===== src/rtl/time_set_ctrl.sv =====
// time_set_ctrl: set-mode controller for an HH:MM:SS clock.
// Captures the live time into shadow registers, lets the user edit one field
// at a time with up/down buttons (single steps plus auto-repeat), and hands
// the edited value back to the counter datapath with a one-cycle load pulse.
module time_set_ctrl #(
  parameter int unsigned HOUR_MAX   = 24,
  parameter int unsigned MIN_MAX    = 60,
  parameter int unsigned SEC_MAX    = 60,
  parameter int unsigned REPEAT_DLY = 50_000_000,
  parameter int unsigned REPEAT_PER = 10_000_000,
  parameter int unsigned BLINK_PER  = 25_000_000,
  parameter int unsigned TIMEOUT    = 1_000_000_000
) (
  input  logic                        clk,
  input  logic                        reset,
  input  logic                        i_btn_mode,
  input  logic                        i_btn_sel,
  input  logic                        i_btn_up,
  input  logic                        i_btn_down,
  input  logic [$clog2(HOUR_MAX)-1:0] i_hour,
  input  logic [$clog2(MIN_MAX)-1:0]  i_min,
  input  logic [$clog2(SEC_MAX)-1:0]  i_sec,
  output logic                        o_set_mode,
  output logic                        o_load,
  output logic [$clog2(HOUR_MAX)-1:0] o_hour,
  output logic [$clog2(MIN_MAX)-1:0]  o_min,
  output logic [$clog2(SEC_MAX)-1:0]  o_sec,
  output logic [1:0]                  o_cursor,
  output logic                        o_blink
);

  localparam int unsigned HW = $clog2(HOUR_MAX);
  localparam int unsigned MW = $clog2(MIN_MAX);
  localparam int unsigned SW = $clog2(SEC_MAX);
  localparam int unsigned RW = (REPEAT_DLY > 1) ? $clog2(REPEAT_DLY) : 1;
  localparam int unsigned BW = (BLINK_PER > 1) ? $clog2(BLINK_PER) : 1;
  localparam int unsigned TW = (TIMEOUT > 1) ? $clog2(TIMEOUT) : 1;

  typedef enum logic [1:0] {IDLE, SET_HOUR, SET_MIN, SET_SEC} state_t;

  state_t        state, state_n;
  logic [HW-1:0] hour_n;
  logic [MW-1:0] min_n;
  logic [SW-1:0] sec_n;
  logic [RW-1:0] hold_q, hold_n;
  logic [BW-1:0] bcnt_q, bcnt_n;
  logic [TW-1:0] to_q, to_n;
  logic [1:0]    cursor_n;
  logic          up_prev, dn_prev;
  logic          load_n, blink_n, fresh;
  logic          one_held, btn_edge, repeat_hit, step_up, step_dn;

  // Next-state, shadow arithmetic and the hold/blink/timeout counters
  always_comb begin
    state_n  = state;
    hour_n   = o_hour;
    min_n    = o_min;
    sec_n    = o_sec;
    hold_n   = hold_q;
    bcnt_n   = bcnt_q;
    blink_n  = o_blink;
    to_n     = to_q;
    load_n   = 1'b0;
    fresh    = 1'b0;
    step_up  = 1'b0;
    step_dn  = 1'b0;
    cursor_n = 2'd0;

    one_held   = i_btn_up ^ i_btn_down;
    btn_edge   = (i_btn_up && !up_prev) || (i_btn_down && !dn_prev);
    repeat_hit = one_held && (hold_q == RW'(REPEAT_DLY - 1));

    if (state == IDLE) begin
      if (i_btn_mode) begin
        hour_n  = i_hour;
        min_n   = i_min;
        sec_n   = i_sec;
        state_n = SET_HOUR;
        fresh   = 1'b1;
      end
    end else if (i_btn_mode) begin
      state_n = IDLE;
      load_n  = 1'b1;
    end else if (i_btn_sel) begin
      case (state)
        SET_HOUR: state_n = SET_MIN;
        SET_MIN:  state_n = SET_SEC;
        default:  state_n = SET_HOUR;
      endcase
      hold_n = '0;
      fresh  = 1'b1;
      to_n   = '0;
    end else begin
      // After a repeat step the counter reloads to REPEAT_DLY-REPEAT_PER, so
      // the same terminal compare yields every later step REPEAT_PER apart.
      if (!one_held) begin
        hold_n = '0;
      end else if (btn_edge) begin
        hold_n  = RW'(1);
        step_up = i_btn_up;
        step_dn = i_btn_down;
      end else if (repeat_hit) begin
        hold_n  = RW'(REPEAT_DLY - REPEAT_PER);
        step_up = i_btn_up;
        step_dn = i_btn_down;
      end else begin
        hold_n = hold_q + 1'b1;
      end

      if (step_up || step_dn) begin
        fresh = 1'b1;
        to_n  = '0;
        case (state)
          SET_HOUR: begin
            if (step_up) hour_n = (o_hour == HW'(HOUR_MAX - 1)) ? '0 : o_hour + 1'b1;
            else         hour_n = (o_hour == '0) ? HW'(HOUR_MAX - 1) : o_hour - 1'b1;
          end
          SET_MIN: begin
            if (step_up) min_n = (o_min == MW'(MIN_MAX - 1)) ? '0 : o_min + 1'b1;
            else         min_n = (o_min == '0) ? MW'(MIN_MAX - 1) : o_min - 1'b1;
          end
          default: begin
            if (step_up) sec_n = (o_sec == SW'(SEC_MAX - 1)) ? '0 : o_sec + 1'b1;
            else         sec_n = (o_sec == '0) ? SW'(SEC_MAX - 1) : o_sec - 1'b1;
          end
        endcase
      end else if (to_q == TW'(TIMEOUT - 1)) begin
        state_n = IDLE;
      end else begin
        to_n = to_q + 1'b1;
      end
    end

    if (state_n == IDLE) begin
      hold_n  = '0;
      to_n    = '0;
      bcnt_n  = '0;
      blink_n = 1'b0;
    end else if (fresh) begin
      bcnt_n  = '0;
      blink_n = 1'b1;
    end else if (bcnt_q == BW'(BLINK_PER - 1)) begin
      bcnt_n  = '0;
      blink_n = ~o_blink;
    end else begin
      bcnt_n = bcnt_q + 1'b1;
    end

    case (state_n)
      SET_MIN: cursor_n = 2'd1;
      SET_SEC: cursor_n = 2'd2;
      default: cursor_n = 2'd0;
    endcase
  end

  // State, shadow and output registers; reset discards any edit in progress
  always_ff @(posedge clk or negedge reset) begin
    if (!reset) begin
      state      <= IDLE;
      o_hour     <= '0;
      o_min      <= '0;
      o_sec      <= '0;
      o_load     <= 1'b0;
      o_set_mode <= 1'b0;
      o_cursor   <= 2'd0;
      o_blink    <= 1'b0;
      hold_q     <= '0;
      bcnt_q     <= '0;
      to_q       <= '0;
      up_prev    <= 1'b0;
      dn_prev    <= 1'b0;
    end else begin
      state      <= state_n;
      o_hour     <= hour_n;
      o_min      <= min_n;
      o_sec      <= sec_n;
      o_load     <= load_n;
      o_set_mode <= (state_n != IDLE);
      o_cursor   <= cursor_n;
      o_blink    <= blink_n;
      hold_q     <= hold_n;
      bcnt_q     <= bcnt_n;
      to_q       <= to_n;
      up_prev    <= i_btn_up;
      dn_prev    <= i_btn_down;
    end
  end

endmodule


===== config.mk =====
export PLATFORM = sky130hd
export DESIGN_NAME = time_set_ctrl
export DESIGN_NICKNAME = d
export VERILOG_FILES = /design/src/rtl/time_set_ctrl.sv
export SDC_FILE = /design/constraint.sdc
export NUM_CORES = 1
export LEC_CHECK = 0
export CAP_MARGIN = 0
export CORE_MARGIN = 2
export CORE_UTILIZATION = 54
export CTS_CLUSTER_SIZE = 20
export DETAILED_ROUTE_END_ITERATION = 8
export GPL_ROUTABILITY_DRIVEN = 0
export MAX_ROUTING_LAYER = met4
export PLACE_DENSITY = 0.82
export SLEW_MARGIN = 20
export SYNTH_ARGS = -nofsm -noshare
export SYNTH_HDL_FRONTEND = slang
export SYNTH_SLANG_ARGS = --single-unit

===== constraint.sdc =====
create_clock -name clk -period 3.1 [get_ports clk]
set_clock_uncertainty 0.1 [all_clocks]
set_input_delay 0.62 -clock clk [delete_from_list [all_inputs] [get_ports clk]]
set_output_delay 0.62 -clock clk [all_outputs]
set_load 0.05 [all_outputs]

==> results of run 1 <==
-- worst max-delay path by stage --
| stage | slack [ns] | start | depth (start not counted) | to |
|---|---|---|---|---|
| after global routing | 0.002 | hold_q[0] | 7 | bcnt_q[6] |
| after detailed placement | -0.06 | i_btn_sel | 7 | bcnt_q[3] |
| after floorplan | 0.19 | hold_q[0] | 11 | bcnt_q[18] |
| after global placement | -0.02 | i_btn_sel | 7 | bcnt_q[4] |
| final | 0.14 | hold_q[0] | 7 | bcnt_q[3] |
| after CTS | 0.17 | hold_q[0] | 7 | bcnt_q[3] |
-- cell usage in the layout, fill, tap and decap left out, drive strengths merged, types with 8 or more instances in the layout --
cell,count
clkbuf,9
nand2b,11
xor2,17
nand3,41
and2,8
o21ai,47
a311oi,19
nor4,17
nand2,75
nor2,88
buf,50
nor3,39
a21oi,56
a31oi,24
or3,14
ha,14
inv,32
or4,8
dfrtp,107
and4,9
and3,9
nand4,20
clkdlybuf4s50,43
xnor2,11
-- cell type report --
type | instances | area [um^2]
well taps | 172 | 215
repair buffers | 93 | 856
flip-flops and latches | 107 | 2680
fillers | 1073 | 4470
inverters | 30 | 113
multi-input cells | 636 | 3900
clock inverters | 7 | 58.8
clock buffers | 9 | 225
-- routing by layer --
| metal | track usage | wire [um] |
|---|---|---|
| met4 | 0.0910 | 354 |
| met2 | 0.420 | 8280 |
| met1 | 0.370 | 7680 |
| met3 | 0.0623 | 1170 |
| met5 | - | 0 |
-- per-stage QoR --
stage	power (mW)	TNS [ns]	setup WS [ns]	instance area, um^2	hold slack [ns]
floorplan	3.88	0	0.194	6880	0.224
global placement	4.76	-0.338	-0.0172	7750	0.377
detailed placement	4.80	-1.28	-0.0621	7750	0.389
CTS	5.94	0	0.167	8040	0.0121
global route	6.31	0	0.00248	8050	0.0146
finish	5.94	0	0.141	8050	0.0165
-- report_power, final --
part	switching, mW	total [mW]	leakage (nW)	internal, mW
clock	0.558	1.12	0.138	0.558
combinational	1.90	2.97	1.56	1.06
sequential	0.300	1.86	1.44	1.56
-- worst register-to-register path, stage by stage, from the launching register on --
cell and delay [ns]:
dfrtp_1 0.44, ha_1 0.28, nand4_2 0.19, or4_1 0.55, or2_0 0.27, a31o_2 0.28, a2111o_4 0.62, nor2_1 0.17
-- logic make-up (layout without fill, tap and decap cells) --
kind of cell,count (synthesis),after routing,share of synthesized area
buf+inv,76,139,0.0465
fa+ha+maj,14,14,0.0254
flops,107,107,0.389
mux,5,5,0.00727
xor+xnor,28,28,0.0356
simple gates,374,374,0.289
compound gates,215,215,0.208
-- what timing repair did --
action	4_1_cts	5_1_grt
endpoints found under the hold margin	0	0
resized for setup	0	1
setup endpoints to repair	0	1
-- sequential cells by signal, summed over array words and instances, names as in the netlist --
register	flops
bcnt_q	25
o_hour	5
o_min	6
o_sec	6
up_prev	1
to_q	30
o_set_mode	1
dn_prev	1
hold_q	26
o_cursor	2
o_load	1
o_blink	1
state	2
==> out/qor.yml, run 1 <==
run_status:
  status: "finished, final reports clean"
setup_path:
  cp.arrival_ns: 3.15
  endpoint_kind: "flop"
  crit_type: "flop to flop"
  critPathSlowestCell: "a2111o_4"
  r2r_end: "bcnt_q[3]"
  crit_path_max_incr_delay_ns: 0.62
  path_cells: "ha_1 -> nand4_2 -> or4_1 -> or2_0 -> a31o_2 -> a2111o_4 -> nor2_1"
  critical_path_buf_inv_count: 0
  r2r_slack_ns: 0.14
  critPathRequiredTime_ns: 3.29
  reg2reg_depth: 7
  crit_fanout: 25
  crit_family: "simple AND/OR/NAND/NOR gates"
  cp-start-kind: "flop"
  rr_startpoint: "hold_q[0]"
floorplanning:
  rows: 41
  core_area_um2: 12500
  fp.dieW_um: 117
  pin_count: 45
  die_area_um2: 13700
  die_h_um: 117
  start_util: 0.550
hold_path:
  min_path_type: "primary input to async pin"
routing:
  antenna_left: 0
  dr.pass1.iters: 5
  routed_wirelength_um: 17500
  drc: 0
  via_per_inst: 6.27
  num_vias: 6605
  drt_iter0_markers: 820
  avgRoutedWirePerCell_um: 16.6
layout:
  area_growth_pct: 16.9
  layout.nets: 914
  antenna-diode-count: 0
  utilization: 0.643
  fin_cells: 1054
  layout-drive-gt1-share: 0.119
clocking:
  clk-insertion-delay-late_ns: 0.36
  htreeDepth: 3
  postCtsHoldBufs: 0
  clockBufferDepth: 2
  cts.sinks: 107
  path_clk_slew_ns: 0.08
  numCtsBuffers: 9
  tritoncts: "yes"
  cts-root-buf: "clkbuf_16"
  cts_setup_buffers: 0
yosys:
  synth-edff-count: 0
  yosysSeqAreaShare: 0.389
  ys.flop_type: "dfrtp_1"
  syn_area_um2: 6880
  netlist.area_leader.share: 0.389
  synth_area_leaders: "dfrtp_1 (39%), nand2_1 (4.1%), a21oi_1 (4.1%)"
  synthArstFlopShare: 1.00
  synth_most_common_cell: "dfrtp_1"
  syn_inst: 819
  yosysTopAreaCell: "dfrtp_1"
  syn_nets: 856
  postSynthAreaPerCell_um2: 8.41
  yosysWarnings: 0
  synth-seq-cells: 107
  netlist_top_cells_count: "dfrtp_1 (107), nand2_1 (75), nor2_1 (68)"
  synth_cell_type_count: 75
power_and_ir_drop:
  leakage_nw: 3.14
  p_per_area_nw_per_um2: 739
  ir_drop_mv: 0.628
global_route:
  grt_overflow: 0
  grt_max_degree: 52
  antenna_found_initial: 0
  grt_pass1_wl_um: 29600
  grt_use_total: 0.277
  grt_pass1_vias: 6179
timing:
  min_period_over_period: 0.955
  rsz0062_at_grt: "false"
  slew_headroom: 0.548
  tightest_slew_ns: 0.672
  fmax_mhz: 338
  maxSlewViolCount: 0
  finalHoldViolations: 0
  setup_violations: 0
  min_period_ns: 2.96
placement:
  dp.cells: 1038
  io_buffer_count: 44
  hpwl_um: 12000
job:
  maxCapViolCount: 0
Power figures use the tool's default switching activity.
==> inputs of run 2 (changes only) <==
REMOVE_ABC_BUFFERS = 1   (was unset)
==> run 2 against run 1 <==
  * Maximum frequency down 1.0%
  * Non-clock buffer count down 4
  * Clock-buffer cell count unchanged
  * Die area unchanged
  * Routed wire length up 0.27%
  * Clock power about the same
  * Setup slack worse by 0.031 ns
  * Sequential cell count unchanged
  * First-iteration DRC count down 34%
  * Power down 0.89%
  * Combinational power down 2%
  * Core utilization down 0.27 points
  * Largest cell class unchanged
  * Highest routed layer unchanged
==> out/qor.yml, run 2 (synthesized netlist as in run 1, its figures left out) <==
timing:
  min_period_ns: 2.99  # was 2.96 ns
  worst_slack_ns: 0.110  # was 0.141 ns
  fmax_mhz: 334  # was 338 MHz
  fin_setup_tns_ns: 0  # unchanged
  whs_ns: 0.190  # was 0.0165 ns
  maxSlewViolCount: 0  # unchanged
  tightest_slew_ns: 0.649  # was 0.672 ns
  setup_violations: 0  # unchanged
  min_period_over_period: 0.964  # was 0.955
  finalHoldViolations: 0  # unchanged
  slew_headroom: 0.564  # was 0.548
  rsz0062_at_grt: "false"  # unchanged
clocking:
  cts.repair.resized: 0  # unchanged
  cts.sinks: 107  # unchanged
  postCtsHoldBufs: 0  # unchanged
  htreeDepth: 3  # unchanged
  path_clk_slew_ns: 0.07  # was 0.08 ns
  cts_setup_buffers: 0  # unchanged
  clk-insertion-delay-late_ns: 0.36  # about the same
  clockBufferDepth: 2  # unchanged
  numCtsBuffers: 9  # unchanged
  tritoncts: "yes"  # unchanged
  cts-root-buf: "clkbuf_16"  # unchanged
routing:
  dr.pass1.iters: 5  # unchanged
  avgRoutedWirePerCell_um: 16.7  # was 16.6 um
  antenna_left: 0  # unchanged
  routed_wirelength_um: 17500  # about the same
  drc: 0  # unchanged
  via_per_inst: 6.37  # was 6.27
  drt_iter0_markers: 542  # was 820
  num_vias: 6685  # was 6605
layout:
  layout-drive-gt1-share: 0.114  # was 0.119
  largest_reg_flops: 30  # unchanged
  antenna-diode-count: 0  # unchanged
  num-fill-cells: 1077  # was 1073
  utilization: 0.640  # was 0.643
  top_regs: "to_q x30, hold_q x26, bcnt_q x25"  # unchanged
  fin_cells: 1050  # was 1054
  top_register: "to_q"  # unchanged
  layout.nets: 910  # was 914
  final_common_cell: "dfrtp_1"  # unchanged
  final_cell_mix: "dfrtp_1 (107), nand2_1 (75), nor2_1 (68)"  # unchanged
  area_growth_pct: 16.4  # was 16.9%
hold_path:
  min_path_type: "primary input to async pin"  # unchanged
global_route:
  grt_pass1_vias: 6201  # was 6179
  grt_use_total: 0.281  # was 0.277
  grt_overflow: 0  # unchanged
  grt_pass1_wl_um: 29800  # was 29600 um
  antenna_found_initial: 0  # unchanged
  grt_max_degree: 53  # was 52
power_and_ir_drop:
  ir_drop_mv: 0.489  # was 0.628 mV
  p_per_area_nw_per_um2: 735  # was 739 nW/um^2
  leakage_nw: 3.11  # was 3.14 nW
setup_path:
  reg2reg_depth: 7  # unchanged
  path_cells: "or4b_2 -> or4_1 -> nor3b_1 -> a31o_2 -> buf_4 -> inv_1 -> and2_1"  # was ha_1 -> nand4_2 -> or4_1 -> or2_0 -> a31o_2 -> a2111o_4 -> nor2_1
  critPathLaunch: "to_q[9]"  # was hold_q[0]
  crit_path_max_incr_delay_ns: 0.66  # was 0.62 ns
  cp-start-kind: "flop"  # unchanged
  critPathSlowestCell: "or4b_2"  # was a2111o_4
  crit_type: "flop to flop"  # unchanged
  endpoint_kind: "flop"  # unchanged
  rr_startpoint: "to_q[9]"  # was hold_q[0]
  crit_fanout: 22  # was 25
  critPathRequiredTime_ns: 3.25  # was 3.29 ns
  cp.arrival_ns: 3.14  # was 3.15 ns
floorplanning:
  die_h_um: 117  # unchanged
  rows: 41  # unchanged
  die_area_um2: 13700  # unchanged
  fp.dieW_um: 117  # unchanged
  pin_count: 45  # unchanged
  start_util: 0.550  # unchanged
  core_area_um2: 12500  # unchanged
run_status:
  status: "finished, final reports clean"  # unchanged
placement:
  io_buffer_count: 44  # unchanged
  hpwl_um: 12200  # was 12000 um
  dp.cells: 1034  # was 1038
  post-place-ws_ns: -0.105  # was -0.0621 ns
job:
  maxCapViolCount: 0  # unchanged
==> run 2: worst paths after layout <==
check / endpoint / slack (ns)
worst max-delay path: to_q[0] / 0.11
worst min-delay path: hold_q[16] / 0.19
worst max register to register: to_q[0] / 0.11
worst min register to register: bcnt_q[0] / 0.40
max in group asynchronous: bcnt_q[3] / 2.01
min in group clk: bcnt_q[0] / 0.40
==> run 2: final cells by class <==
type	instances	area (um^2)	share of cell area
multi-input combinational	636	3890	0.486
timing repair buffer	89	826	0.103
sequential	107	2680	0.334
inverter	30	113	0.0141
tap	172	215	0.0269
clock buffer	9	225	0.0281
clock inverter	7	60.1	0.00750
==> run 2: through the flow <==
| step | area (um^2) | total power, mW |
|---|---|---|
| after global placement | 7720 | 4.71 |
| after detailed placement | 7720 | 4.76 |
| final | 8010 | 5.89 |
| after floorplan | 6680 | 3.71 |
| after CTS | 8010 | 5.89 |
| after global routing | 8010 | 6.26 |
==> run 2: worst max-delay path, delay by kind of cell (launching register included) <==
kind	cells	cell delay (ns)
compound gates	1	0.21
flops	1	0.39
buf+inv	2	0.49
simple gates	4	1.69
==> run 2: per-layer routing <==
layer,share of wire,global-route usage
met5,0,-
met4,0.025,0.107
met3,0.065,0.0556
met1,0.44,0.372
met2,0.47,0.429
==> run 2: report_power, final <==
part | switching [mW] | internal (mW)
sequential | 0.289 | 1.56
clock | 0.566 | 0.560
combinational | 1.88 | 1.04
total | 2.73 | 3.16
==> inputs of run 3 (changes only) <==
GPL_TIMING_DRIVEN = 0   (was unset)
==> run 3 against run 2 <==
  * Setup slack worse by 0.056 ns
  * Clock-buffer cell count unchanged
  * Cell count decreased by 2.6%
  * Critical endpoint is now to_q[25]
  * Largest cell class unchanged
==> out/qor.yml, run 3 (synthesized netlist as in run 1, its figures left out) <==
run_status:
  status: "finished, final reports clean"  # unchanged
setup_path:
  r2r_slack_ns: 0.05  # was 0.11 ns
  endpoint_kind: "flop"  # unchanged
  critPathCapture: "to_q[25]"  # was to_q[0]
  critPathSlowestCell: "or4b_2"  # unchanged
  crit_family: "simple AND/OR/NAND/NOR gates"  # unchanged
  critPathRequiredTime_ns: 3.25  # about the same
  cp.arrival_ns: 3.19  # was 3.14 ns
  crit_path_max_incr_delay_ns: 0.71  # was 0.66 ns
  worst-path-stages: 8  # was 7
  path_cells: "or4b_2 -> or4_4 -> nor3b_4 -> a31o_4 -> buf_16 -> inv_1 -> nand2_1 -> o32ai_2"  # was or4b_2 -> or4_1 -> nor3b_1 -> a31o_2 -> buf_4 -> inv_1 -> and2_1
  critPathLaunch: "to_q[9]"  # unchanged
  reg2reg_depth: 8  # was 7
  cp-start-kind: "flop"  # unchanged
  critical_path_buf_inv_count: 2  # unchanged
  rr_startpoint: "to_q[9]"  # unchanged
  r2r_end: "to_q[25]"  # was to_q[0]
  crit_fanout: 30  # was 22
  crit_type: "flop to flop"  # unchanged
timing:
  fmax_mhz: 328  # was 334 MHz
  maxSlewViolCount: 0  # unchanged
  slew_headroom: 0.294  # was 0.564
  min_period_over_period: 0.983  # was 0.964
  setup_violations: 0  # unchanged
  min_period_ns: 3.05  # was 2.99 ns
  finalHoldViolations: 0  # unchanged
  tightest_slew_ns: 1.05  # was 0.649 ns
layout:
  top_register: "to_q"  # unchanged
  finalInstanceArea_um2: 8020  # was 8010 um^2
  final_common_cell: "dfrtp_1"  # unchanged
  layout-drive-gt1-share: 0.106  # was 0.114
  layout.nets: 883  # was 910
  antenna-diode-count: 0  # unchanged
  utilization: 0.641  # was 0.640
  area_growth_pct: 16.5  # was 16.4%
  largest_reg_flops: 30  # unchanged
  top_regs: "to_q x30, hold_q x26, bcnt_q x25"  # unchanged
  final_cell_mix: "dfrtp_1 (105), nand2_1 (75), nor2_1 (64)"  # was dfrtp_1 (107), nand2_1 (75), nor2_1 (68)
clocking:
  htreeDepth: 3  # unchanged
  clk-insertion-delay-late_ns: 0.37  # was 0.36 ns
  cts.sinks: 107  # unchanged
  tritoncts: "yes"  # unchanged
  numCtsBuffers: 9  # unchanged
  clockBufferDepth: 2  # unchanged
  cts-root-buf: "clkbuf_16"  # unchanged
  path_clk_slew_ns: 0.08  # was 0.07 ns
floorplanning:
  die_area_um2: 13700  # unchanged
  fp.dieW_um: 117  # unchanged
  rows: 41  # unchanged
  die_h_um: 117  # unchanged
  start_util: 0.550  # unchanged
  pin_count: 45  # unchanged
  core_area_um2: 12500  # unchanged
routing:
  dr.pass1.iters: 7  # was 5
  via_per_inst: 6.43  # was 6.37
  avgRoutedWirePerCell_um: 17.6  # was 16.7 um
  num_vias: 6575  # was 6685
  drc: 0  # unchanged
  drt_iter0_markers: 750  # was 542
  antenna_left: 0  # unchanged
  routed_wirelength_um: 18000  # was 17500 um
placement:
  place_area_um2: 7480  # was 7720 um^2
  io_buffer_count: 44  # unchanged
  hpwl_um: 11200  # was 12200 um
power_and_ir_drop:
  ir_drop_mv: 0.651  # was 0.489 mV
  switchingPower_mw: 2.84  # was 2.73 mW
  leakage_nw: 3.05  # was 3.11 nW
  switching_share: 0.454  # was 0.464
  p_per_area_nw_per_um2: 781  # was 735 nW/um^2
  seqPwrFrac: 0.296  # was 0.314
  p_int_mw: 3.42  # was 3.16 mW
  p_comb_frac: 0.497  # was 0.495
  clkPwrFrac: 0.208  # was 0.191
global_route:
  grt_max_degree: 66  # was 53
  grt_pass1_vias: 6103  # was 6201
  grt_pass1_wl_um: 29400  # was 29800 um
  antenna_found_initial: 0  # unchanged
  grt_overflow: 0  # unchanged
  grt_use_total: 0.278  # was 0.281
job:
  maxCapViolCount: 0  # unchanged
hold_path:
  min_path_type: "primary input to async pin"  # unchanged
run 3: power groups by stage:
| stage | Combinational, mW | Clock [mW] | Sequential (mW) |
|---|---|---|---|
| after floorplan | 1.46 | 0 | 2.25 |
| after global placement | 2.66 | 0 | 1.86 |
| after detailed placement | 2.83 | 0 | 1.86 |
| after CTS | 3.04 | 1.32 | 1.84 |
| after global routing | 3.34 | 1.38 | 1.88 |
| final | 3.11 | 1.30 | 1.85 |
run 3: metal layers:
metal | vias to the layer above | wire length [um] | global-route usage
met3 | 36 | 1150 | 0.0551
met4 | 0 | 330 | 0.100
li1 | 3113 | - | -
met1 | 3172 | 7990 | 0.370
met5 | - | 0 | -
met2 | 254 | 8530 | 0.423
run 3: per-stage QoR:
stage | setup TNS, ns | setup WS [ns] | instances | total power [mW] | hold slack, ns
2_1_floorplan | -58.20 | -1.28 | 773 | 3.71 | 0.224
3_3_place_gp | -498.17 | -2.87 | 989 | 4.52 | 0.384
3_5_place_dp | -79.88 | -1.20 | 996 | 4.70 | 0.384
4_1_cts | 0 | 0.00331 | 1021 | 6.19 | 0.0769
5_1_grt | -0.0195 | -0.0195 | 1023 | 6.60 | 0.0900
6_report | 0 | 0.0542 | 1023 | 6.26 | 0.0683
run 3: layout make-up:
cell class / count / area, um^2
Tap cell: 172 / 215
Timing Repair Buffer: 59 / 628
Clock inverter: 7 / 108
Clock buffer: 9 / 225
Inverter: 30 / 113
Sequential cell: 107 / 2680
Fill cell: 1044 / 4500
Multi-Input combinational cell: 639 / 4050
run 3: how the worst min path moves through the flow:
stage	cells after the start	slack, ns	startpoint	endpoint
after CTS	1	0.08	reset	hold_q[16]
after global placement	1	0.38	bcnt_q[0]	bcnt_q[0]
after floorplan	0	0.22	reset	bcnt_q[0]
final	1	0.07	reset	hold_q[16]
after global routing	1	0.09	reset	hold_q[16]
after detailed placement	1	0.38	hold_q[25]	hold_q[25]
run 3: timing repair:
action / CTS / global route
pin swaps: 5 / 1
gates resized for setup: 18 / 10
buffers inserted: 6 / 2
hold buffers: 0 / 0
cloned: 3 / 0
setup endpoints to repair: 89 / 61
